===== src/rtl/arm_enc_pkg.sv =====
// Shared codes for the ARM-subset instruction encoder: kinds, DP opcodes,
// condition codes and the output-stage FSM state.
package arm_enc_pkg;

    localparam logic [1:0] KIND_DP  = 2'b00;
    localparam logic [1:0] KIND_MEM = 2'b01;
    localparam logic [1:0] KIND_BR  = 2'b10;
    localparam logic [1:0] KIND_ILL = 2'b11;

    localparam logic [3:0] CMD_AND = 4'b0000;
    localparam logic [3:0] CMD_SUB = 4'b0010;
    localparam logic [3:0] CMD_ADD = 4'b0100;
    localparam logic [3:0] CMD_CMP = 4'b1010;
    localparam logic [3:0] CMD_ORR = 4'b1100;

    localparam logic [3:0] COND_AL = 4'b1110;

    // Memory ops are always pre-indexed, add-offset, word, no write-back.
    localparam logic [3:0] MEM_PUBW = 4'b1100;
    localparam logic [1:0] BR_OP    = 2'b10;

    typedef enum logic [0:0] {
        ST_EMPTY = 1'b0,
        ST_HOLD  = 1'b1
    } enc_state_e;

    function automatic logic dp_cmd_ok(input logic [3:0] cmd);
        logic ok;
        case (cmd)
            CMD_ADD, CMD_SUB, CMD_AND, CMD_ORR, CMD_CMP: ok = 1'b1;
            default:                                     ok = 1'b0;
        endcase
        return ok;
    endfunction

endpackage


===== src/rtl/instr_pack.sv =====
// Combinational field-to-word packer; flags bundles outside the decoder's subset.
module instr_pack
    import arm_enc_pkg::*;
(
    input  logic [1:0]  kind,
    input  logic [3:0]  cond,
    input  logic        i,
    input  logic [3:0]  cmd,
    input  logic        s,
    input  logic [3:0]  rn,
    input  logic [3:0]  rd,
    input  logic [3:0]  rm,
    input  logic [23:0] imm,
    output logic [31:0] instr,
    output logic        legal
);

    logic [11:0] dp_src2_s;
    logic [11:0] mem_src2_s;

    // Operand-2 fields for the register and immediate forms.
    always_comb begin
        dp_src2_s  = 12'h000;
        mem_src2_s = 12'h000;
        if (i) begin
            dp_src2_s  = {4'b0000, imm[7:0]};
            mem_src2_s = imm[11:0];
        end else begin
            dp_src2_s  = {8'h00, rm};
            mem_src2_s = {8'h00, rm};
        end
    end

    // Word packing and legality per instruction kind.
    always_comb begin
        instr = 32'h0000_0000;
        legal = 1'b0;
        case (kind)
            KIND_DP: begin
                instr = {cond, KIND_DP, i, cmd, s, rn, rd, dp_src2_s};
                if (!dp_cmd_ok(cmd)) begin
                    legal = 1'b0;
                end else if ((cmd == CMD_CMP) && !s && !i) begin
                    // CMP without S is only meaningful as the SLT immediate form.
                    legal = 1'b0;
                end else if (i && (imm[23:8] != 16'h0000)) begin
                    legal = 1'b0;
                end else begin
                    legal = 1'b1;
                end
            end
            KIND_MEM: begin
                // The decoder reads [25] as "register offset", hence the inversion.
                instr = {cond, KIND_MEM, ~i, MEM_PUBW, s, rn, rd, mem_src2_s};
                if (i && (imm[23:12] != 12'h000)) begin
                    legal = 1'b0;
                end else begin
                    legal = 1'b1;
                end
            end
            KIND_BR: begin
                instr = {cond, BR_OP, BR_OP, imm};
                legal = 1'b1;
            end
            default: begin
                instr = 32'h0000_0000;
                legal = 1'b0;
            end
        endcase
    end

endmodule


===== src/rtl/instr_encoder.sv =====
// Streaming instruction encoder / imem loader: one-entry output register,
// auto-incrementing byte address, full flag and saturating illegal count.
module instr_encoder
    import arm_enc_pkg::*;
#(
    parameter int DEPTH  = 64,
    parameter int ADDR_W = 32
) (
    input  logic              clk,
    input  logic              reset,
    input  logic              clr,
    input  logic              in_valid,
    output logic              in_ready,
    input  logic [1:0]        in_kind,
    input  logic [3:0]        in_cond,
    input  logic              in_i,
    input  logic [3:0]        in_cmd,
    input  logic              in_s,
    input  logic [3:0]        in_rn,
    input  logic [3:0]        in_rd,
    input  logic [3:0]        in_rm,
    input  logic [23:0]       in_imm,
    output logic              out_valid,
    input  logic              out_ready,
    output logic [31:0]       out_instr,
    output logic [ADDR_W-1:0] out_addr,
    output logic              err,
    output logic              full,
    output logic [7:0]        err_count
);

    localparam logic [ADDR_W-1:0] LAST_ADDR = ADDR_W'(4 * (DEPTH - 1));
    localparam logic [ADDR_W-1:0] ADDR_STEP = ADDR_W'(4);

    enc_state_e        state_r;
    enc_state_e        state_nxt_s;
    logic [31:0]       instr_r;
    logic [ADDR_W-1:0] addr_r;
    logic              full_r;
    logic              err_r;
    logic [7:0]        err_count_r;

    logic [31:0]       packed_s;
    logic              legal_s;
    logic              accept_s;
    logic              load_s;
    logic              out_hs_s;

    instr_pack u_pack (
        .kind  (in_kind),
        .cond  (in_cond),
        .i     (in_i),
        .cmd   (in_cmd),
        .s     (in_s),
        .rn    (in_rn),
        .rd    (in_rd),
        .rm    (in_rm),
        .imm   (in_imm),
        .instr (packed_s),
        .legal (legal_s)
    );

    assign in_ready = reset & ~clr & ~full_r & (~out_valid | out_ready);
    assign accept_s = in_valid & in_ready;
    assign load_s   = accept_s & legal_s;
    assign out_hs_s = out_valid & out_ready;

    // FSM state register.
    always_ff @(posedge clk or negedge reset) begin
        if (!reset) begin
            state_r <= ST_EMPTY;
        end else if (clr) begin
            state_r <= ST_EMPTY;
        end else begin
            state_r <= state_nxt_s;
        end
    end

    // FSM next-state logic.
    always_comb begin
        state_nxt_s = state_r;
        case (state_r)
            ST_EMPTY: begin
                if (load_s) state_nxt_s = ST_HOLD;
                else        state_nxt_s = ST_EMPTY;
            end
            ST_HOLD: begin
                if (out_hs_s && !load_s) state_nxt_s = ST_EMPTY;
                else                     state_nxt_s = ST_HOLD;
            end
            default: state_nxt_s = ST_EMPTY;
        endcase
    end

    // FSM outputs.
    always_comb begin
        out_valid = 1'b0;
        case (state_r)
            ST_HOLD:  out_valid = 1'b1;
            ST_EMPTY: out_valid = 1'b0;
            default:  out_valid = 1'b0;
        endcase
    end

    // Output word register: only overwritten when a legal bundle is taken.
    always_ff @(posedge clk or negedge reset) begin
        if (!reset) begin
            instr_r <= 32'h0000_0000;
        end else if (clr) begin
            instr_r <= 32'h0000_0000;
        end else if (load_s) begin
            instr_r <= packed_s;
        end
    end

    // Byte address and full flag advance on every output handshake.
    always_ff @(posedge clk or negedge reset) begin
        if (!reset) begin
            addr_r <= '0;
            full_r <= 1'b0;
        end else if (clr) begin
            addr_r <= '0;
            full_r <= 1'b0;
        end else if (out_hs_s) begin
            if (addr_r == LAST_ADDR) begin
                addr_r <= '0;
                full_r <= 1'b1;
            end else begin
                addr_r <= addr_r + ADDR_STEP;
            end
        end
    end

    // Illegal-bundle pulse and saturating counter; the count survives clr.
    always_ff @(posedge clk or negedge reset) begin
        if (!reset) begin
            err_r       <= 1'b0;
            err_count_r <= 8'h00;
        end else if (clr) begin
            err_r <= 1'b0;
        end else begin
            err_r <= accept_s & ~legal_s;
            if (accept_s && !legal_s && (err_count_r != 8'hFF)) begin
                err_count_r <= err_count_r + 8'd1;
            end
        end
    end

    assign out_instr = instr_r;
    assign out_addr  = addr_r;
    assign full      = full_r;
    assign err       = err_r;
    assign err_count = err_count_r;

endmodule


===== config.mk =====
export PLATFORM = sky130hd
export DESIGN_NAME = instr_encoder
export DESIGN_NICKNAME = d
export VERILOG_FILES = /design/src/rtl/arm_enc_pkg.sv /design/src/rtl/instr_pack.sv /design/src/rtl/instr_encoder.sv
export SDC_FILE = /design/constraint.sdc
export NUM_CORES = 1
export LEC_CHECK = 0
export BUFFER_PORTS_ARGS = -buffer_cell sky130_fd_sc_hd__buf_4
export CORE_ASPECT_RATIO = 0.75
export CORE_MARGIN = 2
export CORE_UTILIZATION = 45
export DETAILED_ROUTE_END_ITERATION = 6
export GPL_ROUTABILITY_DRIVEN = 0
export PLACE_DENSITY = 0.72
export SYNTH_ARGS = -nofsm -noshare
export SYNTH_HDL_FRONTEND = slang
export SYNTH_SLANG_ARGS = --single-unit

===== constraint.sdc =====
create_clock -name clk -period 3.2 [get_ports clk]
set_clock_uncertainty 0.05 [all_clocks]
set_input_delay 0.16 -clock clk [delete_from_list [all_inputs] [get_ports clk]]
set_output_delay 0.16 -clock clk [all_outputs]
set_load 0.005 [all_outputs]

==> results.ini <==
[status]
status = complete, no violations

[global_routing]
grt_pass1_vias = 3524
grt_overflow = 0
grt_pass1_wl_mm = 17.9
globalRouteTotalUtil = 0.249
antenna_found_initial = 0
grt_max_degree = 74

[power_and_ir_drop]
power.internal_w = 0.00173
p_per_area_nw_per_um2 = 446
power_leakage_nw = 2.43
power_frac_seq = 0.436
report.power.total_w = 0.00229
power.share.switching = 0.245
pwr-share-clk = 0.435
p_sw_w = 0.000561
peakVddDrop_v = 0.000343
power_frac_comb = 0.129

[clock_tree]
clock-sinks = 73
cts_tree = built
clk_pin_slew_ps = 60
clock_latency_ps = 320
cts_setup_buffers = 0
cts_resized = 0
clock-root-buffer = clkbuf_16
clock_path_buffers = 2
htreeDepth = 3
numCtsBuffers = 9
holdBufCountCts = 0

[critical_path]
cp-start-kind = register
path_class = register to register
crit_path_max_fanout = 12
arrival_ps = 2680
r2r_end = out_addr[22]$_DFFE_PN0P_
required_ps = 3360
worstRegToRegCells = 5
r2r_slack_ps = 680
cp-end-kind = register
r2r_start = out_addr[20]$_DFFE_PN0P_

[detailed_routing]
drtPass1Iterations = 5
drc = 0
postRouteAntennaNets = 0
top_layer = met4
viasPerCell = 5.70
num_vias = 3663
first_iter_violations = 251
drt_wl_total_mm = 11.0
detail_route.wl_per_cell_um = 17.1
wl_met2_mm = 4.99
wl_met3_um = 745
drt-met1-wl_mm = 5.09

[final_layout]
stdcell_area_um2 = 5130
fin_nets = 585
num_antenna_cells = 0
drive_above_1_share = 0.293
layoutNonFillerInstCount = 643
area.growth.synth_to_final_pct = 34.8

[min_path]
min_path_type = input pin to register
hp-start = in_cond[2]
min_path_cells = 3
hold_end = out_instr[30]$_DFFE_PN0P_

[timing]
drv_slew = 0
max_freq_ghz = 0.397
fin_crit_sh = 0.788
setup_violations = 0
tns_ps = 0
rsz0062_at_grt = false
finalHoldViolCount = 0
tightest_slew_ps = 1050
max_slew_margin = 0.293
min_period_ps = 2520

[synth]
synth-seq-cells = 73
syn_area_um2 = 3810
syn_inst = 410
async_flop_share = 1.00
synth.avg_cell_area_um2 = 9.29
synthTopCellsByArea = dfrtp_1, xor2_1, nor2_1
synth_top_area_frac = 0.480
synth_edf_count = 0
ys.flop_type = dfrtp_1
synth_top_cell_by_area = dfrtp_1
yosysUniqueCellTypes = 51
synthTopCellsByCount = dfrtp_1, nor2_1, a21oi_1, nand2_1, o21ai_0
synth.most_common_cell = dfrtp_1
yosysSeqAreaShare = 0.480
ys_warn_count = 0

[place]
dp.cells = 627
io_buffers = 126
hpwl_mm = 8.08
placed_cell_area_um2 = 4830

[floorplanning]
placementRows = 29
die_w_um = 110
io_pins = 129
start_util = 0.456
die_h_um = 83.7
die_area_um2 = 9220
core_um2 = 8350

[run]
cap_violations = 0

## metrics by stage
stage               worst slack (ps)  utilization  hold WS, ps
floorplan                        973            -         -186
global placement                 777        0.579          342
detailed placement               720        0.579          351
global route                     538        0.615         35.4
CTS                              679        0.615         11.6
finish                           679        0.615         18.6
## layout by cell type, fill, tap and decap left out, types with 3 or more instances in the layout
cell type,count
inv_1,6
nand4_1,24
and3_1,8
xnor2_1,7
or4_1,4
dfrtp_1,73
nor3_1,10
o21ai_0,29
buf_4,133
nand2b_1,3
a22o_1,9
nand2_1,30
nor4_1,11
a21oi_1,31
clkbuf_16,9
a211oi_1,5
nor2_1,42
mux2i_1,8
xor2_1,21
nand3_1,28
## layout make-up
type                            instances  area, µm²
Inverter                                7       26.3
Fill cell                             754       3210
Sequential cell                        73       1830
Timing Repair Buffer                  133        998
Tap cell                              108        135
Clock buffer                           12        246
Clock inverter                          4       52.6
Multi-Input combinational cell        306       1850
## critical path: stages (launching register included)
cell     delay, ps
dfrtp_1        450
or4_1          530
or4_4          540
o31ai_4        480
buf_4          290
nor2_1          70
## power groups by stage
stage	logic, W	registers (W)	clock network, W
6_report	0.000297	0.000999	0.000997
5_1_grt	0.000327	0.00100	0.00106
4_1_cts	0.000298	0.000999	0.00102
3_5_place_dp	0.000298	0.00101	0
3_3_place_gp	0.000293	0.00101	0
2_1_floorplan	0.000136	0.00101	0
## sequential cells by signal, indices dropped and copies added (netlist names)
register	flops
out_instr	32
err_count	8
out_addr	30
full	1
err	1
state_r	1
## cells by family after synthesis
logic type / Yosys count / share of synthesized area
and+or+nand+nor: 169 / 0.222
AOI/OAI and AO/OA: 95 / 0.162
DFF: 73 / 0.480
buffers and inverters: 32 / 0.0378
xor gates and xnor gates: 28 / 0.0644
muxes: 10 / 0.0269
adders and majority gates: 2 / 0.00657
other: 1 / 0.000985
## metal layers
layer / vias to the layer above / GRT usage
met5: - / 0
met4: 0 / 0.0659
met1: 1766 / 0.360
li1: 1740 / -
met3: 19 / 0.0671
met2: 138 / 0.369
## worst max-delay path by stage
stage | startpoint | end | slack (ps) | cells past startpoint
floorplan | out_addr[20]$_DFFE_PN0P_ | out_addr[2]$_DFFE_PN0P_ | 970 | 5
global placement | out_addr[20]$_DFFE_PN0P_ | out_addr[23]$_DFFE_PN0P_ | 780 | 5
detailed placement | out_addr[20]$_DFFE_PN0P_ | out_addr[5]$_DFFE_PN0P_ | 720 | 5
CTS | out_addr[20]$_DFFE_PN0P_ | out_addr[5]$_DFFE_PN0P_ | 680 | 5
global route | out_addr[20]$_DFFE_PN0P_ | out_addr[19]$_DFFE_PN0P_ | 540 | 5
finish | out_addr[20]$_DFFE_PN0P_ | out_addr[22]$_DFFE_PN0P_ | 680 | 5
Power figures use the tool's default switching activity.
